==> config.mk <==
export PLATFORM = sky130hd
export DESIGN_NAME = div_sequencer
export DESIGN_NICKNAME = d
export VERILOG_FILES = /design/src/rtl/div_sequencer_pkg.sv /design/src/rtl/div_step.sv /design/src/rtl/div_sequencer.sv
export SDC_FILE = /design/constraint.sdc
export NUM_CORES = 1
export LEC_CHECK = 0
export CORE_MARGIN = 2
export CORE_UTILIZATION = 49
export CTS_CLUSTER_DIAMETER = 60
export DETAILED_ROUTE_END_ITERATION = 6
export PLACE_DENSITY = 0.75
export SKIP_LAST_GASP = 1
export SLEW_MARGIN = 20
export SYNTH_ARGS = -nofsm -noshare
export SYNTH_HDL_FRONTEND = slang
export SYNTH_SLANG_ARGS = --single-unit
==> constraint.sdc <==
create_clock -name clock -period 2.9 [get_ports clock]
set_clock_uncertainty 0.15 [all_clocks]
set_input_delay 0.435 -clock clock [delete_from_list [all_inputs] [get_ports clock]]
set_output_delay 0.435 -clock clock [all_outputs]
set_load 0.1 [all_outputs]
==> src/rtl/div_sequencer_pkg.sv <==
// Shared definitions for the multi-cycle restoring divider sequencer.
// Optional signed operation is selected with the DIV_SIGNED_EN macro.
package div_sequencer_pkg;

    localparam int unsigned DIV_WIDTH = 32;
    localparam int unsigned DIV_CNT_W = 6;

    // Every quotient bit reported on divide by zero takes this value (all ones).
    localparam logic DIV_ZERO_FILL = 1'b1;

    typedef enum logic [1:0] {
        ST_IDLE  = 2'd0,
        ST_RUN   = 2'd1,
        ST_FIXUP = 2'd2,
        ST_DONE  = 2'd3
    } div_state_e;

endpackage

==> src/rtl/div_step.sv <==
// One restoring-division iteration: shift AQ left, trial-subtract M, restore on borrow.
// The trial subtract is one bit wider than A so the borrow is exact for any divisor.
module div_step
    import div_sequencer_pkg::*;
#(
    parameter int unsigned WIDTH = DIV_WIDTH
) (
    input  logic [WIDTH:0]   a_i,
    input  logic [WIDTH-1:0] q_i,
    input  logic [WIDTH-1:0] m_i,
    output logic [WIDTH:0]   a_o,
    output logic [WIDTH-1:0] q_o
);

    logic [WIDTH+1:0] a_sh;
    logic [WIDTH+1:0] diff;

    always_comb begin
        a_sh = {a_i, q_i[WIDTH-1]};
        diff = a_sh - (WIDTH+2)'(m_i);
        if (diff[WIDTH+1]) begin
            a_o = a_sh[WIDTH:0];
            q_o = {q_i[WIDTH-2:0], 1'b0};
        end else begin
            a_o = diff[WIDTH:0];
            q_o = {q_i[WIDTH-2:0], 1'b1};
        end
    end

endmodule

==> src/rtl/div_sequencer.sv <==
// Multi-cycle restoring divider controller: latches operands, runs WIDTH steps, reports results.
// Define DIV_SIGNED_EN for two's-complement operands (truncating division); default is unsigned.
module div_sequencer
    import div_sequencer_pkg::*;
#(
    parameter int unsigned WIDTH = DIV_WIDTH,
    parameter int unsigned CNT_W = DIV_CNT_W
) (
    input  logic             clock,
    input  logic             reset,
    input  logic             start,
    input  logic [WIDTH-1:0] dividend,
    input  logic [WIDTH-1:0] divisor,
    output logic             busy,
    output logic             ready,
    output logic [WIDTH-1:0] quotient,
    output logic [WIDTH-1:0] remainder,
    output logic             div_exception
);

    div_state_e       state_q, state_d;
    logic [CNT_W-1:0] cnt_q, cnt_d;
    logic [WIDTH:0]   a_q, a_d;
    logic [WIDTH-1:0] q_q, q_d;
    logic [WIDTH-1:0] m_q, m_d;
    logic             dz_q, dz_d;
    logic             busy_q, busy_d;
    logic             ready_q, ready_d;
    logic [WIDTH-1:0] quot_q, quot_d;
    logic [WIDTH-1:0] rem_q, rem_d;
    logic             exc_q, exc_d;
`ifdef DIV_SIGNED_EN
    logic             sgn_quot_q, sgn_quot_d;
    logic             sgn_rem_q, sgn_rem_d;
`endif

    logic [WIDTH:0]   step_a;
    logic [WIDTH-1:0] step_q;
    logic [WIDTH-1:0] dvd_mag;
    logic [WIDTH-1:0] dvs_mag;
    logic [WIDTH-1:0] quot_mag;
    logic [WIDTH-1:0] rem_mag;

    div_step #(
        .WIDTH (WIDTH)
    ) u_step (
        .a_i (a_q),
        .q_i (q_q),
        .m_i (m_q),
        .a_o (step_a),
        .q_o (step_q)
    );

    // Operand magnitudes fed into the unsigned core
    always_comb begin
`ifdef DIV_SIGNED_EN
        dvd_mag = dividend[WIDTH-1] ? (WIDTH'(0) - dividend) : dividend;
        dvs_mag = divisor[WIDTH-1]  ? (WIDTH'(0) - divisor)  : divisor;
`else
        dvd_mag = dividend;
        dvs_mag = divisor;
`endif
    end

    // Next-state, datapath and output logic
    always_comb begin
        state_d  = state_q;
        cnt_d    = cnt_q;
        a_d      = a_q;
        q_d      = q_q;
        m_d      = m_q;
        dz_d     = dz_q;
        busy_d   = busy_q;
        ready_d  = 1'b0;
        quot_d   = quot_q;
        rem_d    = rem_q;
        exc_d    = exc_q;
`ifdef DIV_SIGNED_EN
        sgn_quot_d = sgn_quot_q;
        sgn_rem_d  = sgn_rem_q;
`endif
        // On divide by zero Q still holds the (magnitude of the) dividend
        quot_mag = q_q;
        rem_mag  = dz_q ? q_q : a_q[WIDTH-1:0];

        case (state_q)
            ST_IDLE: begin
                if (start) begin
                    a_d    = '0;
                    q_d    = dvd_mag;
                    m_d    = dvs_mag;
                    dz_d   = (divisor == '0);
                    cnt_d  = '0;
                    exc_d  = 1'b0;
                    busy_d = 1'b1;
`ifdef DIV_SIGNED_EN
                    sgn_quot_d = dividend[WIDTH-1] ^ divisor[WIDTH-1];
                    sgn_rem_d  = dividend[WIDTH-1];
`endif
                    state_d = (divisor == '0) ? ST_FIXUP : ST_RUN;
                end
            end
            ST_RUN: begin
                a_d   = step_a;
                q_d   = step_q;
                cnt_d = cnt_q + CNT_W'(1);
                if (cnt_d == CNT_W'(WIDTH)) begin
                    state_d = ST_FIXUP;
                end
            end
            ST_FIXUP: begin
`ifdef DIV_SIGNED_EN
                quot_d = sgn_quot_q ? (WIDTH'(0) - quot_mag) : quot_mag;
                rem_d  = sgn_rem_q  ? (WIDTH'(0) - rem_mag)  : rem_mag;
`else
                quot_d = quot_mag;
                rem_d  = rem_mag;
`endif
                if (dz_q) begin
                    quot_d = {WIDTH{DIV_ZERO_FILL}};
                end
                exc_d   = dz_q;
                busy_d  = 1'b0;
                state_d = ST_DONE;
            end
            ST_DONE: begin
                ready_d = 1'b1;
                state_d = ST_IDLE;
            end
            default: begin
                state_d = ST_IDLE;
            end
        endcase
    end

    always_ff @(posedge clock) begin
        if (reset) begin
            state_q <= ST_IDLE;
            cnt_q   <= '0;
            a_q     <= '0;
            q_q     <= '0;
            m_q     <= '0;
            dz_q    <= 1'b0;
            busy_q  <= 1'b0;
            ready_q <= 1'b0;
            quot_q  <= '0;
            rem_q   <= '0;
            exc_q   <= 1'b0;
`ifdef DIV_SIGNED_EN
            sgn_quot_q <= 1'b0;
            sgn_rem_q  <= 1'b0;
`endif
        end else begin
            state_q <= state_d;
            cnt_q   <= cnt_d;
            a_q     <= a_d;
            q_q     <= q_d;
            m_q     <= m_d;
            dz_q    <= dz_d;
            busy_q  <= busy_d;
            ready_q <= ready_d;
            quot_q  <= quot_d;
            rem_q   <= rem_d;
            exc_q   <= exc_d;
`ifdef DIV_SIGNED_EN
            sgn_quot_q <= sgn_quot_d;
            sgn_rem_q  <= sgn_rem_d;
`endif
        end
    end

    assign busy          = busy_q;
    assign ready         = ready_q;
    assign quotient      = quot_q;
    assign remainder     = rem_q;
    assign div_exception = exc_q;

endmodule

==> reports/metrics.csv <==
stage,metric,value,unit
placement,GP Congestion,0.917,
clock_network,Post-CTS Hold Fix Bufs,0,
clock_network,H-tree level count,4,
outcome,status,finished with violations,
setup_path,critical path's slowest cell,ha_1,
route,vias per inst,5.69,
global_routing,largest net degree at the start of global routing,137,
clock_network,clock-pin slew on the worst setup and hold paths,70,ps
yosys,cells after synthesis,1085,
clock_network,cts bufs inserted,17,
sta,worst-margin pin slew,668,ps
clock_network,Max clock buf depth,2,
yosys,sequential-to-total area share from yosys stat,39.1,%
clock_network,Worst-Skew Late Latency,440,ps
setup_path,Startpoint Class,flip-flop,
placement,dpl hpwl,17300,µm
floorplan,Die Ht,139,µm
setup_path,CP arrival,3080,ps
yosys,post-synth top area share,39.1,%
route,Iter 0 DRT Violations,523,
global_routing,number of global-route vias before repair,7738,
finish,layout cell share with drive strength beyond 1,19.2,%
clock_network,clock sink count,173,
job,Max-Cap Viols,0,
setup_path,critical path type,flip-flop to flip-flop,
finish,Final Instance Area,11600,µm²
floorplan,Starting Density,49.7,%
pwr,Final Power,15.4,mW
yosys,"FF+latch count, synth",173,
worst_hold_path,Hold Crit Class,input port to flip-flop,
setup_path,critical-path cell list,"inv_1, ha_1, a21oi_1, o21ai_0, nand2_1, a31oi_4, buf_4, o21ai_0, nand2b_1, buf_4, nor3_1, o311ai_0, nand3_1",
setup_path,Critical Path RT,3060,ps
setup_path,"CP delay by family, top",compound AO/OA/AOI/OAI gates,
yosys,number of enable flip-flop cells after synthesis,0,
setup_path,Worst Setup End Kind,flip-flop,
setup_path,Buf/Inv on CP,3,
global_routing,global-route wire length before repair,38800,µm
pwr,power density over the cells,1330,nW/µm²
clock_network,Root Buffer,clkbuf_16,
pwr,Static Leak,4.67,nW
clock_network,CTS tree,built,
floorplan,Core Area,17800,µm²
yosys,Synthesis Warnings,0,
sta,Worst slew margin,55.0,%
placement,placed cell count,1441,
route,DR DRC count,0,
finish,"commonest non-fill, non-tap cell in the layout",dfxtp_1,
yosys,synth unique cells,62,
floorplan,Die Area,19200,µm²
setup_path,crit-path max FO,6,
finish,Util after Layout,65.0,%
finish,most frequent cells in the layout,"dfxtp_1, nor2_1, buf_4",
finish,Synth-to-Final Area Change,30.8,%
finish,Post-Layout Cell Count,1480,
outcome,violated checks,setup timing,
yosys,cell area after synthesis,8870,µm²
sta,"Setup violations, final",3,
sta,Tmin final,2920,ps
global_routing,"Remaining Overflow, GRT",0,
yosys,Area contributors post-synth,"dfxtp_1, mux2i_1, a211oi_1",
yosys,most common flop cell mapped by yosys,dfxtp_1,
route,TritonRoute pass-1 iters,5,
sta,achievable frequency,342,MHz
yosys,Mean Syn Cell Area,8.17,µm²
finish,ANT cells,0,
yosys,Async SR Flop Fraction,0,%
yosys,top cell type by total area after synthesis,dfxtp_1,
sta,"Slew Viols, Final",0,
route,Routed WL,24200,µm
placement,placed instance area,10700,µm²
placement,I/O Buffers,133,
pwr,worst vdd ir,0.948,mV
route,vias,8417,
yosys,Synth Net Count,1190,
floorplan,I/O pin count,134,
floorplan,FP Rows,49,
sta,part of the cycle the worst path needs,101,%
setup_path,worst stage delay on the critical path,380,ps
global_routing,antenna violations before repair,0,
sta,unrepaired setup endpoints after global routing,yes,
finish,final net count,1343,
sta,final worst slack,-24.9,ps
route,Detail Route Antenna Nets,0,
route,WL/cell,16.4,µm
sta,final hold violations,0,
global_routing,GRT Total Usage,24.5,%
floorplan,die width,139,µm
-- synth_stat cells, drive strengths merged (6+ instances only) --
master and count:
ha 37, nor2 136, buf 16, nor4 10, o21bai 6, nand2b 7, nor2b 7, nor3 8
o22ai 31, a211oi 68, nand4 7, xor2 10, nand3 81, inv 43, clkbuf 59, a21o 12
mux2i 65, o21ai 31, nand2 124, a32oi 11, dfxtp 173, xnor2 15, a21oi 73
-- power breakdown --
| part | total (mW) | leakage, nW | internal [mW] | switching (mW) |
|---|---|---|---|---|
| Sequential | 3.60 | 1.42 | 3.06 | 0.545 |
| Combinational | 9.49 | 2.98 | 3.30 | 6.19 |
| Clock | 2.28 | 0.269 | 1.22 | 1.06 |
-- per-stage QoR --
stage	hold slack, ps	setup slack (ps)	TNS [ps]
6_report	108	-24.9	-50.5
5_1_grt	115	-145	-1970
4_1_cts	105	-28.9	-53.0
3_5_place_dp	297	-26.2	-61.3
3_3_place_gp	292	31.5	0
2_1_floorplan	286	127	0
-- final cells by class --
class                   instances  area, µm²
well taps                     229        287
fillers                      1497       6250
inverters                      43        161
multi-input cells             794       5240
flip-flops and latches        173       3470
clock inverters                14        153
clock buffers                  18        429
repair buffers                209       1850
-- state kept, by name, indices dropped and copies added (netlist names) --
signal / count
a_q: 33
m_q: 32
q_q: 32
quotient: 32
remainder: 32
cnt_q: 6
state_q: 2
busy: 1
div_exception: 1
dz_q: 1
ready: 1
-- metal layers --
metal	up-vias	global-route usage, %	wire [µm]
li1	4190	-	-
met5	-	0	0
met2	225	37.8	10900
met1	3976	35.6	11800
met3	26	4.05	1200
met4	0	6.44	317
-- path summary, 6_finish.rpt --
kind	slack (ps)	start	cells after the start	endpoint
worst min register to register	300	m_q[25]$_SDFFE_PP0P_	2	m_q[25]$_SDFFE_PP0P_
worst min-delay path	110	reset	2	m_q[2]$_SDFFE_PP0P_
worst max-delay path	-20	m_q[6]$_SDFFE_PP0P_	13	a_q[21]$_SDFFE_PP0P_
worst max register to register	-20	m_q[6]$_SDFFE_PP0P_	13	a_q[21]$_SDFFE_PP0P_
-- what timing repair did --
action	in CTS	in global routing
buffers inserted	1	4
gates resized for setup	3	61
cloned	0	2
pin swaps	0	16
endpoints found under the setup margin	7	34
-- cell families (layout without fill, tap and decap cells) --
kind of cell	after synthesis	count (layout)	share of synthesized area (%)
simple gates	397	397	19.9
compound gates	269	269	20.4
flops	173	173	39.1
buf+inv	118	284	5.12
mux	65	65	7.34
fa+ha+maj	38	38	5.45
xor+xnor	25	25	2.77
Power figures use the tool's default switching activity.
